## config.mk

```make
export PLATFORM = sky130hd
export DESIGN_NAME = branch_predictor_flat
export DESIGN_NICKNAME = d
export VERILOG_FILES = /design/src/rtl/branch_predictor_pkg.sv /design/src/rtl/branch_predictor_if.sv /design/src/rtl/branch_predictor_table.sv /design/src/rtl/branch_predictor.sv /design/src/flat_wrapper.sv
export SDC_FILE = /design/constraint.sdc
export NUM_CORES = 1
export LEC_CHECK = 0
export ABC_AREA = 1
export BUFFER_PORTS_ARGS = -buffer_cell sky130_fd_sc_hd__buf_2
export CAP_MARGIN = 20
export CORE_MARGIN = 1.5
export CORE_UTILIZATION = 64
export DETAILED_ROUTE_END_ITERATION = 12
export HOLD_SLACK_MARGIN = 0.12
export PLACE_DENSITY = 0.87
export SLEW_MARGIN = 20
export SYNTH_ARGS = -nofsm -noshare
export SYNTH_HDL_FRONTEND = slang
export SYNTH_SLANG_ARGS = --single-unit
```

## constraint.sdc

```tcl
create_clock -name clk -period 4.02 [get_ports clk]
set_input_delay 0 -clock clk [delete_from_list [all_inputs] [get_ports clk]]
set_output_delay 0 -clock clk [all_outputs]
set_load 0.005 [all_outputs]
```

## src/rtl/branch_predictor_pkg.sv

```systemverilog
// ---------------------------------------------------------------------------
// bp_pkg
// Shared types and helpers for the bimodal branch predictor.
//   bp_state_t    : 2-bit saturating counter state, MSB is the prediction
//   BP_INIT_STATE : state every table entry takes on reset (weakly not-taken)
//   bp_next()     : saturating increment on taken, decrement on not-taken
// ---------------------------------------------------------------------------
package bp_pkg;

  typedef enum logic [1:0] {
    SNT = 2'b00,
    WNT = 2'b01,
    WT  = 2'b10,
    ST  = 2'b11
  } bp_state_t;

  localparam bp_state_t BP_INIT_STATE = WNT;

  // Saturating counter update. Written as an explicit case so the enum type
  // is preserved without arithmetic casts and the saturation ends are obvious.
  function automatic bp_state_t bp_next(bp_state_t s, logic taken);
    bp_state_t n;
    n = s;
    case (s)
      SNT:     n = taken ? WNT : SNT;
      WNT:     n = taken ? WT  : SNT;
      WT:      n = taken ? ST  : WNT;
      ST:      n = taken ? ST  : WT;
      default: n = BP_INIT_STATE;
    endcase
    return n;
  endfunction

endpackage

```

## src/rtl/branch_predictor_if.sv

```systemverilog
// ---------------------------------------------------------------------------
// branch_predictor_if
// Bundles the fetch-side lookup, the memory-stage training inputs and the
// performance counters of the branch predictor.
//   pcF / predict_takenF          : fetch lookup and its same-cycle answer
//   branchM / pcM / takenM /
//   predict_resultM               : resolved branch information from M
//   branch_count / mispredict_count : event counters since reset
// master = pipeline side, slave = predictor side.
// ---------------------------------------------------------------------------
interface branch_predictor_if #(
  parameter int CNT_WIDTH = 32
);

  logic [31:0]          pcF;
  logic                 predict_takenF;
  logic                 branchM;
  logic [31:0]          pcM;
  logic                 takenM;
  logic                 predict_resultM;
  logic [CNT_WIDTH-1:0] branch_count;
  logic [CNT_WIDTH-1:0] mispredict_count;

  modport master (
    output pcF,
    output branchM,
    output pcM,
    output takenM,
    output predict_resultM,
    input  predict_takenF,
    input  branch_count,
    input  mispredict_count
  );

  modport slave (
    input  pcF,
    input  branchM,
    input  pcM,
    input  takenM,
    input  predict_resultM,
    output predict_takenF,
    output branch_count,
    output mispredict_count
  );

endinterface

```

## src/rtl/branch_predictor_table.sv

```systemverilog
// ---------------------------------------------------------------------------
// bp_table
// Storage for the predictor: 2^INDEX_BITS flops of bp_state_t with one
// combinational read port and one training write port.
//   clk, rst  : clock, synchronous active-high reset (all entries -> WNT)
//   rdIdx     : lookup index from fetch
//   rdState   : state seen by fetch, write-first when rdIdx == wrIdx
//   wrEn      : a training event is present this cycle
//   wrIdx     : entry to train
//   wrTaken   : outcome to train with
// ---------------------------------------------------------------------------
module bp_table
  import bp_pkg::*;
#(
  parameter int INDEX_BITS = 6
) (
  input  logic                  clk,
  input  logic                  rst,
  input  logic [INDEX_BITS-1:0] rdIdx,
  output bp_state_t             rdState,
  input  logic                  wrEn,
  input  logic [INDEX_BITS-1:0] wrIdx,
  input  logic                  wrTaken
);

  localparam int ENTRIES = 1 << INDEX_BITS;

  bp_state_t tableQ [ENTRIES];
  bp_state_t wrNext;

  // The post-update value of the trained entry is computed once and shared
  // between the register write and the fetch bypass, so both always agree.
  always_comb begin
    wrNext = bp_next(tableQ[wrIdx], wrTaken);
  end

  // Write-first read: a fetch that hits the entry being trained this cycle
  // already sees the trained value instead of the stale stored one.
  always_comb begin
    rdState = tableQ[rdIdx];
    if (wrEn && (wrIdx == rdIdx)) begin
      rdState = wrNext;
    end
  end

  // Reset discards all history and takes priority over a concurrent
  // training event; otherwise only the addressed entry changes.
  always_ff @(posedge clk) begin
    if (rst) begin
      for (int i = 0; i < ENTRIES; i++) begin
        tableQ[i] <= BP_INIT_STATE;
      end
    end else if (wrEn) begin
      tableQ[wrIdx] <= wrNext;
    end
  end

endmodule

```

## src/rtl/branch_predictor.sv

```systemverilog
// ---------------------------------------------------------------------------
// branch_predictor
// Bimodal branch predictor for the five-stage MIPS pipeline. Fetch gets a
// zero-latency taken/not-taken guess for pcF; resolved branches from M train
// a 2-bit saturating counter indexed by word-address bits of the PC. Two
// wrapping counters track resolved branches and mispredictions.
//   clk  : clock
//   rst  : synchronous active-high reset
//   bus  : branch_predictor_if.slave (lookup, training, counters)
// Parameters:
//   INDEX_BITS : log2 of table entries; index = pc[INDEX_BITS+1:2]
//   CNT_WIDTH  : width of the performance counters (must match bus)
// ---------------------------------------------------------------------------
module branch_predictor
  import bp_pkg::*;
#(
  parameter int INDEX_BITS = 6,
  parameter int CNT_WIDTH  = 32
) (
  input  logic                  clk,
  input  logic                  rst,
  branch_predictor_if.slave     bus
);

  logic [INDEX_BITS-1:0] idxF;
  logic [INDEX_BITS-1:0] idxM;
  bp_state_t             stateF;
  logic [CNT_WIDTH-1:0]  branchCount;
  logic [CNT_WIDTH-1:0]  mispredictCount;
  logic                  unusedPcBits;

  // Byte-offset bits and everything above the index are deliberately
  // ignored: PCs that differ only there alias onto the same entry.
  always_comb begin
    idxF = bus.pcF[INDEX_BITS+1:2];
    idxM = bus.pcM[INDEX_BITS+1:2];
  end

  assign unusedPcBits = ^{bus.pcF[31:INDEX_BITS+2], bus.pcF[1:0],
                          bus.pcM[31:INDEX_BITS+2], bus.pcM[1:0]};

  bp_table #(
    .INDEX_BITS (INDEX_BITS)
  ) uTable (
    .clk     (clk),
    .rst     (rst),
    .rdIdx   (idxF),
    .rdState (stateF),
    .wrEn    (bus.branchM),
    .wrIdx   (idxM),
    .wrTaken (bus.takenM)
  );

  // The prediction is simply the counter MSB (WT/ST predict taken).
  assign bus.predict_takenF = stateF[1];

  // Performance counters wrap freely; the M-stage result is only meaningful
  // when branchM qualifies it.
  always_ff @(posedge clk) begin
    if (rst) begin
      branchCount     <= '0;
      mispredictCount <= '0;
    end else if (bus.branchM) begin
      branchCount <= branchCount + CNT_WIDTH'(1);
      if (!bus.predict_resultM) begin
        mispredictCount <= mispredictCount + CNT_WIDTH'(1);
      end
    end
  end

  assign bus.branch_count     = branchCount;
  assign bus.mispredict_count = mispredictCount;

endmodule

```

## src/flat_wrapper.sv

```systemverilog
// flat-port wrapper written by rule: the top's interface ports become plain ports
module branch_predictor_flat import bp_pkg::*;
#(
  parameter int INDEX_BITS = 6,
  parameter int CNT_WIDTH  = 32
)
  (clk, rst, bus_pcF, bus_branchM, bus_pcM, bus_takenM, bus_predict_resultM, bus_predict_takenF, bus_branch_count, bus_mispredict_count);
  branch_predictor_if #(.CNT_WIDTH(CNT_WIDTH)) bus_i ();
  input  logic clk;
  input  logic rst;
  input wire logic [$bits(bus_i.pcF)-1:0] bus_pcF;
  input wire logic [$bits(bus_i.branchM)-1:0] bus_branchM;
  input wire logic [$bits(bus_i.pcM)-1:0] bus_pcM;
  input wire logic [$bits(bus_i.takenM)-1:0] bus_takenM;
  input wire logic [$bits(bus_i.predict_resultM)-1:0] bus_predict_resultM;
  output wire logic [$bits(bus_i.predict_takenF)-1:0] bus_predict_takenF;
  output wire logic [$bits(bus_i.branch_count)-1:0] bus_branch_count;
  output wire logic [$bits(bus_i.mispredict_count)-1:0] bus_mispredict_count;
  assign bus_i.pcF = bus_pcF;
  assign bus_i.branchM = bus_branchM;
  assign bus_i.pcM = bus_pcM;
  assign bus_i.takenM = bus_takenM;
  assign bus_i.predict_resultM = bus_predict_resultM;
  assign bus_predict_takenF = bus_i.predict_takenF;
  assign bus_branch_count = bus_i.branch_count;
  assign bus_mispredict_count = bus_i.mispredict_count;
  branch_predictor #(.INDEX_BITS(INDEX_BITS), .CNT_WIDTH(CNT_WIDTH)) u_core (.clk(clk), .rst(rst), .bus(bus_i));
endmodule
```

Word-level counts from Yosys, hierarchy flattened
Memories as Yosys holds them, arrays and structs flattened. Cells that the tools add are included.

Shift operators: 0. Equal/unequal tests: 4. Reductions and logical operators: 4. Magnitude comparators: 0. Divide/modulo/power cells: 0. Muxes and demuxes: 14. $add $sub $neg: 2. Bitwise logic cells: 1. Multiply operators: 0.

Operators with widths (number): $add 32x1->32 const B (2); $mux 1 (8); $mux 2 (4); $pmux 2 s4 (1); $eq 6x6->1 (1); $mux 6 (1); $eq 2x2->1 const B (2); $eq 2x1->1 const B (1); $logic_not 2->1 (1); $reduce_and 2->1 (1); $reduce_or 2->1 (1); $logic_and 1x1->1 (1); $not 1->1 (1).

Output and inout port bits: 65. Register bits: 64. Bits in read-only memories: 0. Bits of input ports: 69. Memories: 1. Bits in latches: 0. Memory bits (writable): 128. Logic and storage cells: 28.

Memories: u_core.uTable.tableQ (words 64, bits a word 2, read ports 2, clocked after Yosys merged registers in 0, wr ports 64, RTL line branch_predictor_table.sv:28) `bp_state_t tableQ [ENTRIES];`.

Depth between registers and ports, before layout
Gate-level depths: netlist of run 1.

Word-level depth: 5. Depth in mapped cells: 19.

Modules after synthesis
From an unflattened synthesis of run 1, not the netlist that was laid out.

Cells, all modules: 1723. Area, all modules: 11790.1 µm².

Modules (own cells, without submodules): bp_table (cells each 1199, area each 8301.7 µm², times used 1, sequential area each 3843.7 µm²); branch_predictor (cells each 524, area each 3488.3 µm², times used 1, sequential area each 1281.2 µm²).

Worst setup path after synthesis of run 1
OpenSTA, ideal clock, no wires.

Path kind: register -> register. Start: memory u_core.uTable.tableQ[16][1] (netlist name). End: memory u_core.uTable.tableQ[14][1] (netlist name) (data pin). Cell stages (with the launch flop): 12. Path buffers: 2. Path slack: 2225 ps. Clock period less this slack: 1795 ps. Arrival time: 1537 ps. Path through: edfxtp_1 > or2_1 > nand3_1 > nand2_1 > o21ai_1 > nand2_1 > nor2_1 > nand3_1 > o21ai_1 > buf_2 > buf_4 > a21oi_2.

RTL lines (RTL line): start, declared (branch_predictor_table.sv:28).

Worst setup path after layout of run 1
Start: input bus_pcM[2]. End: output bus_predict_takenF.

Cells in the longest elaborated chain, start to end: 4. Elaborated cells between the ends (all ways): 9. Classes of those cells: 4 x eq/ne; 2 x mux; 2 x reduce/logical; 1 x memory.

RTL lines: start, declared (RTL line flat_wrapper.sv:13) `input wire logic [$bits(bus_i.pcM)-1:0] bus_pcM;`; $mem_v2 64x2; $eq 2x2->1 (tied with other cells) (RTL line branch_predictor_pkg.sv:24) `case (s)`; $pmux 2 s4 (RTL line branch_predictor_pkg.sv:24); $mux 2 (*) (RTL line branch_predictor_table.sv:41) `if (wrEn && (wrIdx == rdIdx)) begin`; end, declared (RTL line flat_wrapper.sv:16) `output wire logic [$bits(bus_i.predict_takenF)-1:0] bus_predict_takenF;`.

Every way passes the cells marked *; elsewhere a longest branch is shown, timed or not.

==> impl_metrics.py, run 1 <==
metrics = {
    "status": {
        "status": "finished, final reports clean",
    },
    "global_route": {
        "antenna_found_initial": 0,
        "grt_max_degree": 71,
        "track_usage_pct": 32.46,
        "grt_overflow": 0,
        "grt_pass1_vias": 9509,
        "grt_first_pass_wirelength_mm": 45.82,
    },
    "floorplan": {
        "die_w_um": 133.8,
        "rows": 47,
        "core_area_um2": 16640,
        "io_pins": 134,
        "initial_core_util_pct": 65.76,
        "die_h_um": 133.8,
        "die-area_um2": 17890,
    },
    "yosys": {
        "ys_types": 43,
        "synth_cells": 1488,
        "avgSynthCellArea_um2": 7.355,
        "ys_seq_area_share_pct": 46.83,
        "netlist_area_um2": 10940,
        "synth_ff_type": "edfxtp_1",
        "synthArstFlopShare_pct": 0,
        "synth-edff-count": 128,
        "ys_warn_count": 0,
        "syn-num-nets": 1559,
        "ys_ff_latch": 192,
    },
    "place": {
        "io_buffers": 81,
        "place_hpwl_mm": 18.33,
        "dpl_cell_area_um2": 11410,
        "dp_slack_ps": 814.3,
        "gp_congestion": 0.9047,
    },
    "clock_tree": {
        "hold_buffers": 3,
        "cts_buffers": 17,
        "cts_root_buf": "clkbuf_16",
        "clkSinkCount": 192,
        "clk_latency_ps": 440,
        "clkTransAtPathRegs_ps": 70,
        "htreeDepth": 4,
        "cts_tree": "yes",
        "postCtsSetupRepairBufs": 0,
        "cts_buffer_depth": 2,
        "cts_resized": 0,
    },
    "routing": {
        "vias": 10290,
        "wl_mm": 28.58,
        "wire_per_inst_um": 16.15,
        "firstDrtPassIters": 5,
        "drt_iter0_markers": 1092,
        "drc": 0,
        "ant_nets": 0,
        "via_per_inst": 5.813,
    },
    "critical_path": {
        "crit_path_start_kind": "input port",
        "cp.required_ps": 4020,
        "crit_fanout": 36,
        "critPathKind": "input port to primary output",
        "rr_worst_depth": 13,
        "r2r_setup_slack_ps": 1140,
        "cp.arrival_ps": 2960,
        "end_kind": "primary output",
    },
    "timing": {
        "slew_headroom_pct": 28.21,
        "fin_skew_ps": 9.412,
        "fin_crit_ps": 2961,
        "fin_crit_sh_pct": 73.64,
        "setup_viol": 0,
        "worst_pin_slew_ps": 1073,
        "hold_violations": 0,
        "setup_tns_ps": 0,
        "hold-worst-slack_ps": 238.6,
        "slew_violations": 0,
        "max_freq_mhz": 337.8,
        "rsz0062_at_grt": "false",
        "worst_slack_ps": 1059,
    },
    "power_and_ir_drop": {
        "p_comb_share_pct": 11.7,
        "power_frac_clock_pct": 38.7,
        "peakVddDrop_mv": 0.3198,
        "p_sw_uw": 1181,
        "sw_frac_of_total_pct": 27.18,
        "power.internal_uw": 3163,
        "power.density_nw_per_um2": 361.1,
        "power_frac_seq_pct": 49.5,
        "p_leak_uw": 0.004742,
    },
    "worst_hold_path": {
        "hp-class": "input port to flop",
        "min_path_cells": 5,
    },
    "cells_and_area": {
        "nets": 1608,
        "areaGrowthSynthToFinish_pct": 9.889,
        "filler_cell_count": 1274,
        "n_antenna_cell": 0,
        "final_design_area_no_fill_um2": 12030,
        "layout-drive-gt1-share_pct": 12.06,
        "fin_util_pct": 72.27,
    },
    "job": {
        "max_cap_violations": 0,
    },
}
metrics by stage:
| step | std cells | power (uW) |
|---|---|---|
| floorplan | 1488 | 2550 |
| global placement | 1735 | 2671 |
| detailed placement | 1735 | 2684 |
| CTS | 1770 | 4324 |
| global route | 1770 | 4468 |
| finish | 1770 | 4343 |
synth_stat cells (6+ instances only):
cell / instances / area [um^2]
o211ai_1: 7 / 52.55
nand4_1: 13 / 81.33
nor3b_1: 6 / 45.04
o221ai_1: 11 / 96.34
nor2_1: 206 / 773.2
buf_4: 8 / 60.06
nand3_1: 47 / 235.2
o21ai_0: 56 / 280.3
buf_6: 9 / 101.4
nand2_1: 507 / 1903
xnor2_1: 6 / 52.55
edfxtp_1: 128 / 3844
buf_2: 20 / 100.1
a21oi_1: 54 / 270.3
o21ai_1: 9 / 45.04
dfxtp_1: 64 / 1281
xor2_1: 9 / 78.83
a21oi_2: 50 / 437.9
clkbuf_1: 27 / 101.4
nor3_1: 35 / 175.2
inv_1: 172 / 645.6
nor4_1: 6 / 37.54
flip-flops by register name (all words and copies together), names as in the netlist:
signal                       flops
u_core.uTable.tableQ           128
u_core.bus.mispredict_count     32
u_core.bus.branch_count         32
power by group through the flow:
| stage | logic, uW | registers (uW) | clock network [uW] |
|---|---|---|---|
| floorplan | 361 | 2190 | 0 |
| CTS | 492 | 2150 | 1680 |
| global route | 547 | 2150 | 1770 |
| finish | 509 | 2150 | 1680 |
| global placement | 478 | 2190 | 0 |
| detailed placement | 489 | 2200 | 0 |
cell families after synthesis:
logic type	Yosys count	synth area share, %
flip-flops	192	46.83
XOR/XNOR	15	1.200
buffers and inverters	246	9.558
AND/OR/NAND/NOR	833	30.54
adder cells (fa/ha/maj)	2	0.2286
AO/OA/AOI/OAI	200	11.65
worst paths after layout:
check | from | end
setup / recovery | bus_pcM[2] | bus_predict_takenF
hold / removal | bus_pcM[5] | u_core.uTable.tableQ[37][0]
setup reg to reg | u_core.uTable.tableQ[49][0] | u_core.uTable.tableQ[11][1]
hold reg to reg | u_core.bus.mispredict_count[18] | u_core.bus.mispredict_count[18]
final cells by class:
type,count,area [um^2],share of cell area (%)
flip-flops and latches,192,5125,42.61
multi-input cells,1050,4797,39.89
inverters,178,668.1,5.556
repair buffers,98,578.1,4.807
clock buffers,19,454.2,3.777
well taps,220,275.3,2.289
clock inverters,13,128.9,1.072
routing by layer:
layer | track usage, % | vias to the layer above | part of all wire [%]
li1 | - | 4871 | -
met1 | 41.06 | 4674 | 38
met2 | 54.32 | 630 | 47
met3 | 6.463 | 114 | 11
met4 | 14.31 | 0 | 3.9
met5 | 0 | - | 0
critical path: stages:
cell and delay (ps):
buf_2 410, inv_2 70, buf_4 290, nand2_1 130
nand2_1 60, nand2_1 50, nand2_1 80, nand2_1 70
nand2_1 70, nand2_1 60, nand2_1 40, nor2_1 140
nand2_1 190, o21ai_4 870, nand2_1 110, nand2_1 100
nand2_1 70, buf_2 130
cell usage in the layout, fill, tap and decap left out, drive strengths merged, types with 8 or more instances in the layout:
master and instances:
a21oi 104, o21ai 65, clkbuf 19, nand4 13
nor2 209, clkinv 8, dfxtp 64, xor2 9
nand3 47, edfxtp 128, buf 95, nor3 35
o221ai 11, inv 179, nand2 508
Power figures use the tool's default switching activity.
==> run 2: changes to the inputs <==
Settings changed: ABC_AREA 1 to 0, CORE_UTILIZATION 64 to 53, PLACE_DENSITY 0.87 to 0.77.
Clock period 4.02 ns to 2.7 ns, I/O delays scaled along.
==> impl_metrics.py, run 2 <==
metrics = {
    "status": {
        "status": "finished, violations left",
        "violations": "setup timing",
    },
    "timing": {
        "worst_pin_slew_ps": 796.2,
        "fin_crit_ps": 2899,
        "slew_violations": 0,
        "fin_crit_sh_pct": 107.4,
        "slew_headroom_pct": 46.92,
        "fin_skew_ps": 15.04,
        "worst_slack_ps": -198.8,
        "hold_violations": 0,
        "setup_viol": 128,
        "max_freq_mhz": 345.0,
        "rsz0062_at_grt": "true",
    },
    "routing": {
        "drt_iter0_markers": 828,
        "ant_nets": 0,
        "wl_mm": 26.21,
        "drc": 0,
        "via_per_inst": 6.303,
        "vias": 7879,
        "firstDrtPassIters": 5,
        "wire_per_inst_um": 20.96,
    },
    "yosys": {
        "synth_top_cells_by_count": "edfxtp_1, nor2_1, nand3_1",
        "synth_ff_type": "edfxtp_1",
        "syn-num-nets": 982,
        "ys_seq_area_share_pct": 51.48,
        "ys_warn_count": 0,
        "synth_top_area_share_pct": 38.61,
        "ys_ff_latch": 192,
        "yosysTopAreaCell": "edfxtp_1",
        "ys_types": 51,
        "synth_cells": 911,
        "synthArstFlopShare_pct": 0,
        "synthTopCellsByArea": "edfxtp_1, dfxtp_1, mux4_2, nand3_1, nor2_1",
        "synth-edff-count": 128,
        "yosysMostFrequentCell": "edfxtp_1",
        "avgSynthCellArea_um2": 10.93,
        "netlist_area_um2": 9956,
    },
    "cells_and_area": {
        "nets": 1079,
        "final_cell_mix": "edfxtp_1, nor2_1, buf_2",
        "areaGrowthSynthToFinish_pct": 16.92,
        "regMostFlops": "u_core.uTable.tableQ",
        "layout-drive-gt1-share_pct": 26.54,
        "n_antenna_cell": 0,
        "largest_register_ffs": 128,
        "fin_util_pct": 63.93,
        "mostFrequentLayoutCell": "edfxtp_1",
        "final_cells": 1250,
    },
    "global_route": {
        "antenna_found_initial": 0,
        "grt_first_pass_wirelength_mm": 40.63,
        "track_usage_pct": 27.07,
        "grt_overflow": 0,
        "grt_pass1_vias": 7679,
        "grt_max_degree": 77,
    },
    "power_and_ir_drop": {
        "power.internal_uw": 4804,
        "peakVddDrop_mv": 0.4498,
        "p_sw_uw": 1620,
        "power_frac_clock_pct": 37.1,
        "power_frac_seq_pct": 50.0,
        "power.density_nw_per_um2": 551.9,
        "p_leak_uw": 0.004204,
        "p_comb_share_pct": 13.0,
        "sw_frac_of_total_pct": 25.22,
    },
    "critical_path": {
        "cp.arrival_ps": 3080,
        "crit_path_start_kind": "flop",
        "rr_worst_depth": 10,
        "r2r_end": "u_core.uTable.tableQ[33][1]",
        "reg2reg_from": "u_core.uTable.tableQ[57][1]",
        "crit_path_start": "u_core.uTable.tableQ[57][1]",
        "crit_fanout": 16,
        "r2r_setup_slack_ps": -200,
        "cp.required_ps": 2880,
        "end_kind": "flop",
        "critPathKind": "flop to flop",
        "setup.worst_path.end": "u_core.uTable.tableQ[33][1]",
    },
    "floorplan": {
        "initial_core_util_pct": 54.68,
        "io_pins": 134,
        "rows": 49,
        "die_h_um": 140.1,
        "core_area_um2": 18210,
        "die-area_um2": 19620,
        "die_w_um": 140.1,
    },
    "place": {
        "gp_congestion": 0.9263,
        "place_inst": 1205,
        "place_hpwl_mm": 17.46,
        "io_buffers": 81,
    },
    "clock_tree": {
        "cts_buffer_depth": 2,
        "cts_root_buf": "clkbuf_16",
        "clkTransAtPathRegs_ps": 70,
        "cts_buffers": 17,
        "htreeDepth": 4,
        "clk_latency_ps": 440,
        "clkSinkCount": 192,
        "cts_tree": "yes",
    },
    "job": {
        "max_cap_violations": 0,
    },
    "worst_hold_path": {
        "hp-class": "input port to flop",
    },
}
[run 2: cell count changes after synthesis, moves of 18 or more]
cell,change
nor2_1,-108
mux4_2,+38
clkbuf_1,+18
mux2i_1,+18
nand2_1,-446
a21oi_1,-35
o21ai_0,-39
a21oi_2,-50
xor2_1,+33
nand3_1,+31
a21o_1,+33
inv_1,-165
nor3_1,+30
[run 2: kinds of logic (layout without fill, tap and decap cells)]
family                     Yosys count  after routing  synth area share (%)
and+or+nand+nor                    407            407                 20.51
DFF                                192            192                 51.48
AOI/OAI and AO/OA                  101            101                 6.749
buffers and inverters               87            197                 4.487
muxes                               61             61                 11.12
xor gates and xnor gates            59             59                 5.190
adders and majority gates            4              4                0.4650
[run 2: worst max-delay path, cell delays in order, from the launching register on]
cell,delay (ps)
edfxtp_1,420
mux4_2,480
mux2i_2,190
o211ai_1,140
or3_4,410
nor4_4,160
buf_4,160
maj3_4,210
buf_4,190
clkbuf_16,200
nor3_1,60
[run 2: area by class of cell]
cell class	instances	area (um^2)
tap	229	286.5
fill	1418	6569
timing repair buffer	158	1162
multi-input combinational	632	4501
inverter	7	26.28
clock buffer	19	432.9
clock inverter	13	106.4
sequential	192	5125
[run 2: repair_timing]
action	in CTS	in global routing
pin swaps	9	3
endpoints found under the hold margin	16	0
cloned	2	2
endpoints found under the setup margin	127	129
setup buffers	3	2
gates resized for setup	23	3
hold buffers	4	0
[run 2: layer usage]
metal	share of wire, %	global-route usage, %
met1	38	33.79
met2	47	43.96
met3	10	6.769
met4	4.9	13.96
met5	0	0
[run 2: per-stage QoR]
step                      instance area, um^2  worst slack (ps)  hold WS (ps)  power [uW]  setup TNS, ps
after floorplan                          9956             191.0         297.3        3746              0
after global placement                  10790            -141.0         404.0        3940         -10870
after detailed placement                10790            -174.6         417.8        3954         -13990
after CTS                               11560            -316.5         237.2        6385         -27710
after global routing                    11640            -253.5         272.2        6593         -25460
final                                   11640            -198.8         270.0        6424         -18540
[run 2: power groups by stage]
stage	combinational, uW	clock (uW)	sequential [uW]
2_1_floorplan	487	0	3260
4_1_cts	768	2410	3210
6_report	832	2380	3210
3_5_place_dp	678	0	3280
3_3_place_gp	669	0	3270
5_1_grt	870	2510	3220
[run 2: worst min-delay path by stage]
stage	end	start	cells after the start	slack (ps)
2_1_floorplan	bus_predict_takenF	bus_pcF[5]	5	300
3_3_place_gp	u_core.bus.mispredict_count[0]	bus_predict_resultM	4	400
3_5_place_dp	bus_branch_count[31]	u_core.bus.branch_count[31]	1	420
4_1_cts	u_core.uTable.tableQ[37][0]	bus_pcM[6]	4	240
5_1_grt	u_core.uTable.tableQ[37][0]	bus_pcM[6]	4	270
6_report	u_core.uTable.tableQ[37][0]	bus_pcM[6]	4	270
